--- src/rtl/mul_m4_wb_buffer_pkg.sv ---
// Shared multiply-pipeline definitions: datapath widths, instruction-type
// encodings and the depth of the M4 write-back buffer.
package mul_m4_wb_buffer_pkg;

  localparam int WORD_SIZE       = 32;
  localparam int INSTR_TYPE_SZ   = 3;
  localparam int ROB_ENTRY_WIDTH = 3;
  localparam int MUL_WB_DEPTH    = 2;

  // Instruction-type encodings carried alongside every result.
  typedef enum logic [INSTR_TYPE_SZ-1:0] {
    INSTR_ALU    = 3'd0,
    INSTR_BRANCH = 3'd1,
    INSTR_LOAD   = 3'd2,
    INSTR_STORE  = 3'd3,
    INSTR_MUL    = 3'd4,
    INSTR_DIV    = 3'd5
  } instr_type_e;

  // Width of an entry counter that must be able to hold 0..depth.
  function automatic int count_width(input int depth);
    return $clog2(depth + 1);
  endfunction

endpackage

--- src/rtl/mul_m4_wb_buffer_result_fifo.sv ---
// Generic in-order FIFO with synchronous flush. Read data is presented
// combinationally from the head entry; flush wins over push and pop.
module result_fifo #(
  parameter int DEPTH = 2,
  parameter int WIDTH = 8
) (
  input  logic                           clk,
  input  logic                           reset,
  input  logic                           flush,
  input  logic                           push,
  input  logic                           pop,
  input  logic [WIDTH-1:0]               wr_data,
  output logic [WIDTH-1:0]               rd_data,
  output logic [$clog2(DEPTH+1)-1:0]     count,
  output logic                           full,
  output logic                           empty
);

  localparam int PTR_W = $clog2(DEPTH);
  localparam int CNT_W = $clog2(DEPTH + 1);
  localparam logic [CNT_W-1:0] FULL_COUNT = CNT_W'(DEPTH);

  logic [WIDTH-1:0] mem [DEPTH];
  logic [PTR_W-1:0] rd_ptr;
  logic [PTR_W-1:0] wr_ptr;
  logic             do_push;
  logic             do_pop;

  assign full    = (count == FULL_COUNT);
  assign empty   = (count == '0);
  assign do_push = push && !full && !flush;
  assign do_pop  = pop && !empty && !flush;
  assign rd_data = mem[rd_ptr];

  // Pointer and count bookkeeping; pointers wrap naturally at DEPTH (power of two).
  always_ff @(posedge clk or negedge reset) begin
    // NOTE: sequential state uses non-blocking assignments so every register
    // samples pre-edge values regardless of statement order.
    if (!reset) begin
      rd_ptr <= '0;
      wr_ptr <= '0;
      count  <= '0;
    end else if (flush) begin
      rd_ptr <= '0;
      wr_ptr <= '0;
      count  <= '0;
    end else begin
      if (do_push) wr_ptr <= wr_ptr + 1'b1;
      if (do_pop)  rd_ptr <= rd_ptr + 1'b1;
      if (do_push && !do_pop)      count <= count + 1'b1;
      else if (do_pop && !do_push) count <= count - 1'b1;
    end
  end

  // Entry storage; written only on an accepted push.
  always_ff @(posedge clk or negedge reset) begin
    // NOTE: the array is reset so the head outputs read as zero out of reset;
    // this costs a reset net per storage bit, kept because DEPTH is tiny.
    if (!reset) begin
      for (int i = 0; i < DEPTH; i++) mem[i] <= '0;
    end else if (do_push) begin
      mem[wr_ptr] <= wr_data;
    end
  end

endmodule

--- src/rtl/mul_m4_wb_buffer.sv ---
// M4 stage of the multiply pipeline: buffers results from the M3/M4 register
// and offers them in order to the shared ROB write port via req/grant.
module mul_m4_wb_buffer
  import mul_m4_wb_buffer_pkg::*;
#(
  parameter int WORD_SIZE       = mul_m4_wb_buffer_pkg::WORD_SIZE,
  parameter int INSTR_TYPE_SZ   = mul_m4_wb_buffer_pkg::INSTR_TYPE_SZ,
  parameter int ROB_ENTRY_WIDTH = mul_m4_wb_buffer_pkg::ROB_ENTRY_WIDTH,
  parameter int DEPTH           = MUL_WB_DEPTH
) (
  input  logic                         clk,
  input  logic                         reset,
  input  logic                         flush,
  input  logic                         in_valid,
  input  logic [INSTR_TYPE_SZ-1:0]     in_instruction_type,
  input  logic [WORD_SIZE-1:0]         in_pc,
  input  logic [WORD_SIZE-1:0]         in_result,
  input  logic [ROB_ENTRY_WIDTH-1:0]   in_rob_id,
  output logic                         stall_out,
  output logic                         wb_valid,
  input  logic                         wb_grant,
  output logic [INSTR_TYPE_SZ-1:0]     wb_instruction_type,
  output logic [WORD_SIZE-1:0]         wb_pc,
  output logic [WORD_SIZE-1:0]         wb_result,
  output logic [ROB_ENTRY_WIDTH-1:0]   wb_rob_id,
  output logic [$clog2(DEPTH+1)-1:0]   occupancy
);

  localparam int PAYLOAD_W = INSTR_TYPE_SZ + 2 * WORD_SIZE + ROB_ENTRY_WIDTH;

  logic [PAYLOAD_W-1:0] wr_payload;
  logic [PAYLOAD_W-1:0] rd_payload;
  logic                 fifo_full;
  logic                 fifo_empty;
  logic                 push;
  logic                 pop;

  // Stall is taken from registered fullness only, so a full buffer refuses
  // input even in a cycle where it also drains; M3/M4 simply retries.
  assign stall_out = fifo_full;
  assign wb_valid  = !fifo_empty;
  assign push      = in_valid && !stall_out && !flush;
  assign pop       = wb_valid && wb_grant && !flush;

  assign wr_payload = {in_instruction_type, in_pc, in_result, in_rob_id};
  assign {wb_instruction_type, wb_pc, wb_result, wb_rob_id} = rd_payload;

  result_fifo #(
    .DEPTH (DEPTH),
    .WIDTH (PAYLOAD_W)
  ) u_fifo (
    .clk     (clk),
    .reset   (reset),
    .flush   (flush),
    .push    (push),
    .pop     (pop),
    .wr_data (wr_payload),
    .rd_data (rd_payload),
    .count   (occupancy),
    .full    (fifo_full),
    .empty   (fifo_empty)
  );

endmodule
--- config.mk ---
export PLATFORM = sky130hd
export DESIGN_NAME = mul_m4_wb_buffer
export DESIGN_NICKNAME = d
export VERILOG_FILES = /design/src/rtl/mul_m4_wb_buffer_pkg.sv /design/src/rtl/mul_m4_wb_buffer_result_fifo.sv /design/src/rtl/mul_m4_wb_buffer.sv
export SDC_FILE = /design/constraint.sdc
export NUM_CORES = 1
export LEC_CHECK = 0
export CAP_MARGIN = 20
export CORE_AREA = 2 2 138 113
export CTS_CLUSTER_DIAMETER = 50
export DETAILED_ROUTE_END_ITERATION = 8
export DIE_AREA = 0 0 140 115
export GPL_ROUTABILITY_DRIVEN = 0
export GPL_TIMING_DRIVEN = 1
export PLACE_DENSITY = 0.72
export RECOVER_POWER = 25
export SLEW_MARGIN = 20
export SYNTH_ARGS = -nofsm -noshare
export SYNTH_HDL_FRONTEND = slang
export SYNTH_SLANG_ARGS = --single-unit
export TNS_END_PERCENT = 10
--- constraint.sdc ---
create_clock -name clk -period 4.55 [get_ports clk]
set_clock_uncertainty 0.05 [all_clocks]
set_input_delay 0.91 -clock clk [delete_from_list [all_inputs] [get_ports clk]]
set_output_delay 0.91 -clock clk [all_outputs]
set_load 0.005 [all_outputs]
---- Word level (Yosys, flattened, before mapping) ----
Cells that the tools add are included.
storage, ports and cells
  register bits after elaboration ......... 144
  output and inout port bits .............. 74
operators by class
  add/subtract/negate cells ............... 4
  order comparisons ....................... 3
  equal/unequal tests ..................... 1
  muxes and demuxes ....................... 13
  bitwise operators ....................... 2
  reduce and logical (&&, ||, !) cells .... 20
operator list
  operator               number
  $mux W70               4
  $bwmux W140            1
  $demux W70 S1          1
  $logic_and A1 B1 Y1    11
  $mux W2                3
  $logic_not A1 Y1       5
  $ge A2 B2 Y1 const B   2
  $mux W1                4
  $not A1 Y2             2
  $reduce_bool A2 Y1     2
  $reduce_bool A3 Y1     1
  $add A1 B1 Y1 const B  2
  $add A2 B1 Y2 const B  1
  $eq A2 B2 Y1 const B   1
  $logic_not A2 Y1       1
  $lt A2 B1 Y1 const B   1
  $sub A2 B1 Y2 const B  1

---- Depth between registers and ports, before layout ----
Gate-level depths: netlist (run 1).
  depth after elaboration ................. 11
  gate-level depth with buffers ........... 5

---- Modules after synthesis ----
From an unflattened synthesis (run 1), not the netlist that was laid out.
unflattened totals
  cell total of the unflattened synthesis .. 400
  area, all modules ....................... 6284.8 um2
by module, submodules not included
  module            instances  cells each  area each (um2)  seq. area each (um2)
  result_fifo       1          397         6256.0           3603.5
  mul_m4_wb_buffer  1          3           28.8             0.0

---- Least setup slack after synthesis (run 1) ----
No wires, ideal clock.
  kind .................................... input -> register
  start point ............................. in in_valid
  end point ............................... reg u_fifo.mem[0] in the netlist's numbering
  setup time .............................. 0.125 ns
  arrival time ............................ 2.068 ns
  data required time ...................... 4.375 ns
  slack ................................... 2.307 ns
  stages on the path ...................... 5
  cell sequence ........................... inv_1 or4b_1 buf_4 buf_6 mux2_4
between the ends
  longest elaborated chain between the ends .. 4
RTL lines
  item                              RTL line                            text
  start: declaration                mul_m4_wb_buffer.sv:14              input logic in_valid,
  $logic_and A1 B1 Y1 (2 in a row)  mul_m4_wb_buffer.sv:42              assign push = in_valid && !stall_out && !flush;
  $logic_and A1 B1 Y1 (2 in a row)  mul_m4_wb_buffer_result_fifo.sv:31  assign do_push = push && !full && !flush;
  end signal: indexed assignment    mul_m4_wb_buffer_result_fifo.sv:62  mem[wr_ptr] <= wr_data;
  end: declaration                  mul_m4_wb_buffer_result_fifo.sv:23  logic [WIDTH-1:0] mem [DEPTH];
Every way passes these cells.
A chain may end at the register's enable or synchronous reset.

---- Final worst setup path (run 1) ----
  start point ............................. reg u_fifo.rd_ptr
  end point ............................... out wb_result[14]
between the ends
  longest elaborated chain between the ends .. 4
RTL lines
  item                                         RTL line                            text
  start: declaration                           mul_m4_wb_buffer_result_fifo.sv:24  logic [PTR_W-1:0] rd_ptr;
  start signal: assignment                     mul_m4_wb_buffer_result_fifo.sv:49  if (do_pop) rd_ptr <= rd_ptr + 1'b1;
  $not A1 Y2 (not written as such)             mul_m4_wb_buffer_result_fifo.sv:33  assign rd_data = mem[rd_ptr];
  $mux W70 (not written as such) (3 in a row)  mul_m4_wb_buffer_result_fifo.sv:33
  end: declaration                             mul_m4_wb_buffer.sv:24              output logic [WORD_SIZE-1:0] wb_result,
Every way passes these cells. The select of a mux whose other input is x is not followed.

==> results_dict.tcl, run 1 <==
set metrics [dict create \
    fin_crit_sh_pct 76.94 \
    final_antenna_net_count 0 \
    drive_gt1_share_pct 44.29 \
    dieArea_mm2 0.01610 \
    synth_fp_nets 472 \
    hold_path_class "flop to flop" \
    fp.dieW_um 140 \
    criticalPathCategory "flop to output pin" \
    multiInputGateArea_mm2 0.002774 \
    num_io_pins 149 \
    cts_made_buffers 17 \
    drc 11 \
    worst_slew_pin_slew_ns 2.607 \
    critical_path_required_ns 3.59 \
    rows 40 \
    finalHoldViolations 0 \
    core_mm2 0.01476 \
    post_cts_resized 0 \
    numPortBuffers 148 \
    nets 622 \
    track_usage_pct 18.00 \
    rsz0062_at_grt "no" \
    maxCapViolations 1 \
    power_leakage_nw 3.886 \
    power_density_mw_per_mm2 497.2 \
    slew_headroom_pct -73.78 \
    postSynthAreaPerCell_um2 16.42 \
    cts_max_level 4 \
    diodes 0 \
    peakVddDrop_uv 259.0 \
    setup_violations 0 \
    synthesis.area_mm2 0.006520 \
    yosysWarningCount 0 \
    max_freq_mhz 285.7 \
    period_minus_slack_ns 3.501 \
    clk_path_buf_depth 2 \
    hpwl_um 8550 \
    post-cts-setup-buffers 0 \
    clock_sinks 144 \
    ys_types 23 \
    final_cell_count_no_fill 749 \
    fin_tns_setup_ns 0 \
    maxSlewViolCount 106 \
    first_pass_iters 7 \
    first_iter_violations 179 \
    area_growth_pct 35.18 \
    start_kind "flop" \
    clk_latency_ns 0.42 \
    grt_max_degree 106 \
    antenna_found_initial 0 \
    filler_cell_count 1120 \
    grt_overflow_total 0 \
    worstPathMaxFanout 39 \
    critPathCaptureType "output pin" \
    fp.dieH_um 115 \
    cp.arrival_ns 2.54 \
    wl_per_cell_um 18.19 \
    postCtsHoldBufs 0 \
    avgViaCountPerCell 5.076 \
    cts_tree "done" \
    dp.cells 717 \
    grt_pass1_wl_um 22500 \
    status "finished with violations" \
    violations "design-rule violations, max-capacitance violations, max-slew violations" \
    ys_seq_elements 144 \
    syn_inst 397 \
    path_clk_slew_ns 0.06 \
    grt_pass1_vias 4226 \
    start_util_pct 44.16 \
    via_count 3802 \
    routed_wl_um 13630 \
    root_buffer "clkbuf_16" \
    regArea_mm2 0.003605 \
    synth_seq_area_share_pct 55.27 \
]
cells in the final DEF, fill, tap and decap left out, drive strengths merged, types with 2 or more instances in the layout:
cell type,Yosys,final
clkbuf,8,25
mux2,210,210
o21ai,2,2
or2,2,2
clkdlybuf4s50,0,147
clkinvlp,0,2
clkinv,0,2
buf,15,6
dfrtp,144,144
a21oi,4,4
bufinv,0,4
final timing paths:
kind                                  from              end  slack (ns)  cells past startpoint
setup / recovery             u_fifo.rd_ptr    wb_result[14]        1.05                      3
hold / removal              u_fifo.mem[80]   u_fifo.mem[80]        0.43                      1
setup reg to reg           u_fifo.count[1]   u_fifo.mem[44]        1.83                      4
hold reg to reg             u_fifo.mem[80]   u_fifo.mem[80]        0.43                      1
max in group asynchronous            reset  u_fifo.mem[128]        1.66                      1
min in group asynchronous            reset   u_fifo.mem[55]        1.26                      1
synth_stat cells:
cell type,instances,area share (%)
dfrtp_1,144,55
mux2_2,134,23
mux2_4,70,16
clkbuf_1,8,0.46
buf_2,7,0.54
buf_6,7,1.2
mux2_1,6,1.0
a21oi_1,4,0.31
o21ai_0,2,0.15
or2_2,2,0.19
and3b_1,1,0.13
buf_4,1,0.12
inv_1,1,0.058
mux2i_1,1,0.15
nor2_1,1,0.058
nor2b_2,1,0.13
nor3b_1,1,0.12
nor4_2,1,0.19
o211ai_1,1,0.12
o21bai_1,1,0.12
or3_1,1,0.096
or4b_1,1,0.15
xor2_1,1,0.13
metrics by stage:
| stage | area (um2) | hold WS [ns] | power, W | worst slack, ns | utilization [%] |
|---|---|---|---|---|---|
| after global placement | 8159 | 0.4131 | 0.002841 | 1.071 | 55.26 |
| after global routing | 8813 | 0.4494 | 0.004603 | 0.9293 | 59.69 |
| final | 8813 | 0.4347 | 0.004382 | 1.049 | 59.69 |
| after detailed placement | 8159 | 0.4220 | 0.002878 | 1.014 | 55.26 |
| after CTS | 8820 | 0.4352 | 0.004433 | 0.9948 | 59.74 |
| after floorplan | 6520 | 0.4041 | 0.002342 | 2.307 | - |
state kept, by name, indices dropped and copies added (netlist names):
signal         cells
u_fifo.rd_ptr      1
u_fifo.mem       140
u_fifo.wr_ptr      1
u_fifo.count       2
metal layers:
| metal | GRT usage, % | vias up | part of all wire (%) |
|---|---|---|---|
| li1 | - | 1727 | - |
| met2 | 29.00 | 103 | 47 |
| met3 | 5.373 | 17 | 5.8 |
| met5 | 0 | - | 0 |
| met1 | 23.64 | 1955 | 46 |
| met4 | 5.926 | 0 | 1.4 |
layout make-up:
type,count,share of cell area [%]
Sequential cell,144,40.90
Multi-Input combinational cell,229,31.47
Timing Repair Buffer,154,17.40
Clock buffer,24,5.806
Tap cell,189,2.683
Clock inverter,8,1.689
Inverter,1,0.04259
power by group:
part           internal, W  total, W  switching, W
Clock              0.00101   0.00152      0.000517
Sequential         0.00159   0.00176      0.000170
Combinational     0.000788   0.00110      0.000310
cells by family (layout without fill, tap and decap cells):
logic type	after synthesis	in the layout	synth area share, %
buffers and inverters	24	187	2.380
AO/OA/AOI/OAI	8	8	0.6910
XOR/XNOR	1	1	0.1344
multiplexers	211	211	40.45
AND/OR/NAND/NOR	9	9	1.075
flip-flops	144	144	55.27
worst max-delay path: stages (launching register included):
cell	delay [ns]
dfrtp_2	0.90
buf_12	0.34
mux2_2	0.37
clkdlybuf4s50_1	0.48
(Power assumes the default switching activity.)
==> inputs of run 2 (changes only) <==
Clock period 4.55 ns to 3.5 ns, I/O delays scaled along.
==> run 2 against run 1 <==
- the flow still finishes with violations (design-rule violations, max-capacitance violations, max-slew violations)
- critical path type unchanged
- largest cell class unchanged
- critical endpoint is now wb_pc[31]
- largest power group unchanged
- highest routed layer unchanged
- total power grew 25%
- hold slack worse by 0.0043 ns
- non-clock buffer count grew 1
==> results_dict.tcl, run 2 (synthesized netlist as in run 1, its figures left out) <==
set metrics [dict create \
    status "finished with violations" \
    violations "design-rule violations, max-capacitance violations, max-slew violations" \
    root_buffer "clkbuf_16" \
    power_frac_clock_pct 32.0 \
    fp.dieH_um 115 \
    final_area_mm2 0.008753 \
    seqPwrFrac_pct 41.7 \
    slew_headroom_pct -43.84 \
    filler_cell_count 1095 \
    fin_crit_sh_pct 82.91 \
    utilization_pct 59.29 \
    critPathCaptureType "output pin" \
    dieArea_mm2 0.01610 \
    power_density_mw_per_mm2 624.6 \
    critical_path_required_ns 2.75 \
    period_minus_slack_ns 2.902 \
    peakVddDrop_uv 334.5 \
    setup_violations 0 \
    largest_reg_flops 140 \
    rr_worst_depth 4 \
    worst_slew_pin_slew_ns 2.158 \
    largest-register "u_fifo.mem" \
    area_growth_pct 34.25 \
    postCtsHoldBufs 0 \
    path_clk_slew_ns 0.06 \
    avgViaCountPerCell 5.044 \
    r2r_slack_ns 1.34 \
    switching_share_pct 23.21 \
    num_io_pins 149 \
    track_usage_pct 17.49 \
    worstPathMaxFanout 40 \
    finalHoldViolations 0 \
    post_dp_cell_area_mm2 0.008192 \
    start_util_pct 44.16 \
    fin_ws_ns 0.5983 \
    grt_pass1_wl_um 22010 \
    antenna_found_initial 0 \
    diodes 0 \
    clock_sinks 144 \
    min_to "u_fifo.mem[110]" \
    hpwl_um 8582 \
    grt_pass1_vias 4315 \
    whs_path_depth 1 \
    final_antenna_net_count 0 \
    mostFrequentLayoutCell "clkdlybuf4s50_1" \
    fin_tns_setup_ns 0 \
    power_leakage_nw 3.858 \
    cp.arrival_ns 2.15 \
    clk_path_buf_depth 2 \
    drive_gt1_share_pct 43.39 \
    grt_overflow_total 0 \
    post-cts-setup-buffers 0 \
    fp.dieW_um 140 \
    core_mm2 0.01476 \
    multiInputGateArea_mm2 0.002774 \
    cts_max_level 4 \
    mostFrequentLayoutCells "147 x clkdlybuf4s50_1, 143 x dfrtp_1, 134 x mux2_2, 70 x mux2_4, 17 x clkbuf_16" \
    first_pass_iters 8 \
    finalPower_w 0.005468 \
    wl_per_cell_um 18.01 \
    grt_max_degree 88 \
    maxSlewViolCount 87 \
    cts_made_buffers 17 \
    reg.largest.list "u_fifo.mem (140), u_fifo.count (2)" \
    maxCapViolations 1 \
    combPwrFrac_pct 26.3 \
    max_freq_mhz 344.6 \
    r2r-end "u_fifo.mem[11]" \
    cts_tree "done" \
    first_iter_violations 189 \
    numPortBuffers 148 \
    internal-power_w 0.004199 \
    routed_wl_um 13490 \
    clk_latency_ns 0.40 \
    via_count 3778 \
    criticalPathCategory "flop to output pin" \
    r2r-start "u_fifo.count[1]" \
    regArea_mm2 0.003605 \
    dpl_worst_slack_ns 0.6124 \
    nets 623 \
    start_kind "flop" \
    rsz0062_at_grt "no" \
    hold_path_startpoint "u_fifo.mem[110]" \
    post_cts_resized 0 \
    drc 11 \
    hold_path_class "flop to flop" \
    rows 40 \
    netSwitchingPower_w 0.001269 \
]
## run 2: changes by cell type in the layout (fill, tap and decap cells not counted), sizes merged
cell,before,now
clkbuf,25,27
bufinv,4,2
clkinv,2,3
clkinvlp,2,0
buf,6,7
## run 2: stage by stage
step / hold WS [ns] / instances
4_1_cts: 0.3279 / 749
3_3_place_gp: 0.4135 / 718
3_5_place_dp: 0.4210 / 718
2_1_floorplan: 0.3544 / 397
6_report: 0.4303 / 749
5_1_grt: 0.4478 / 749
## run 2: layer usage
layer  global-route usage (%)  vias to the layer above  wire length [um]
li1                         -                     1728                 -
met1                    21.91                     1940              6012
met2                    29.33                      100              6472
met3                    5.664                       10               896
met4                    5.387                        0               112
met5                        0                        -                 0
## run 2: area by class of cell
cell class	count	share of cell area [%]
Sequential cell	144	41.18
Multi-Input combinational cell	229	31.69
Timing Repair Buffer	155	17.90
Clock buffer	26	5.589
Tap cell	189	2.702
Clock inverter	5	0.9005
Inverter	1	0.04288
## run 2: power by group through the flow
stage | Clock (W) | Sequential (W) | Combinational [W]
2_1_floorplan | 0 | 0.00223 | 0.000819
3_3_place_gp | 0 | 0.00227 | 0.00142
3_5_place_dp | 0 | 0.00229 | 0.00145
4_1_cts | 0.00179 | 0.00228 | 0.00146
5_1_grt | 0.00187 | 0.00232 | 0.00154
6_report | 0.00175 | 0.00228 | 0.00144
## run 2: worst max-delay path by stage
stage | endpoint | from | depth (start not counted)
after floorplan | u_fifo.mem[0] | in_valid | 5
after global placement | u_fifo.mem[54] | in_valid | 5
after detailed placement | u_fifo.mem[11] | in_valid | 5
after CTS | wb_result[10] | u_fifo.rd_ptr | 3
after global routing | wb_pc[16] | u_fifo.rd_ptr | 3
final | wb_pc[31] | u_fifo.rd_ptr | 3
## run 2: worst max-delay path, cell delays in order (launching register included)
cell and delay [ns]:
dfrtp_2 0.35, buf_4 0.46, mux2_2 0.41, clkdlybuf4s50_1 0.48
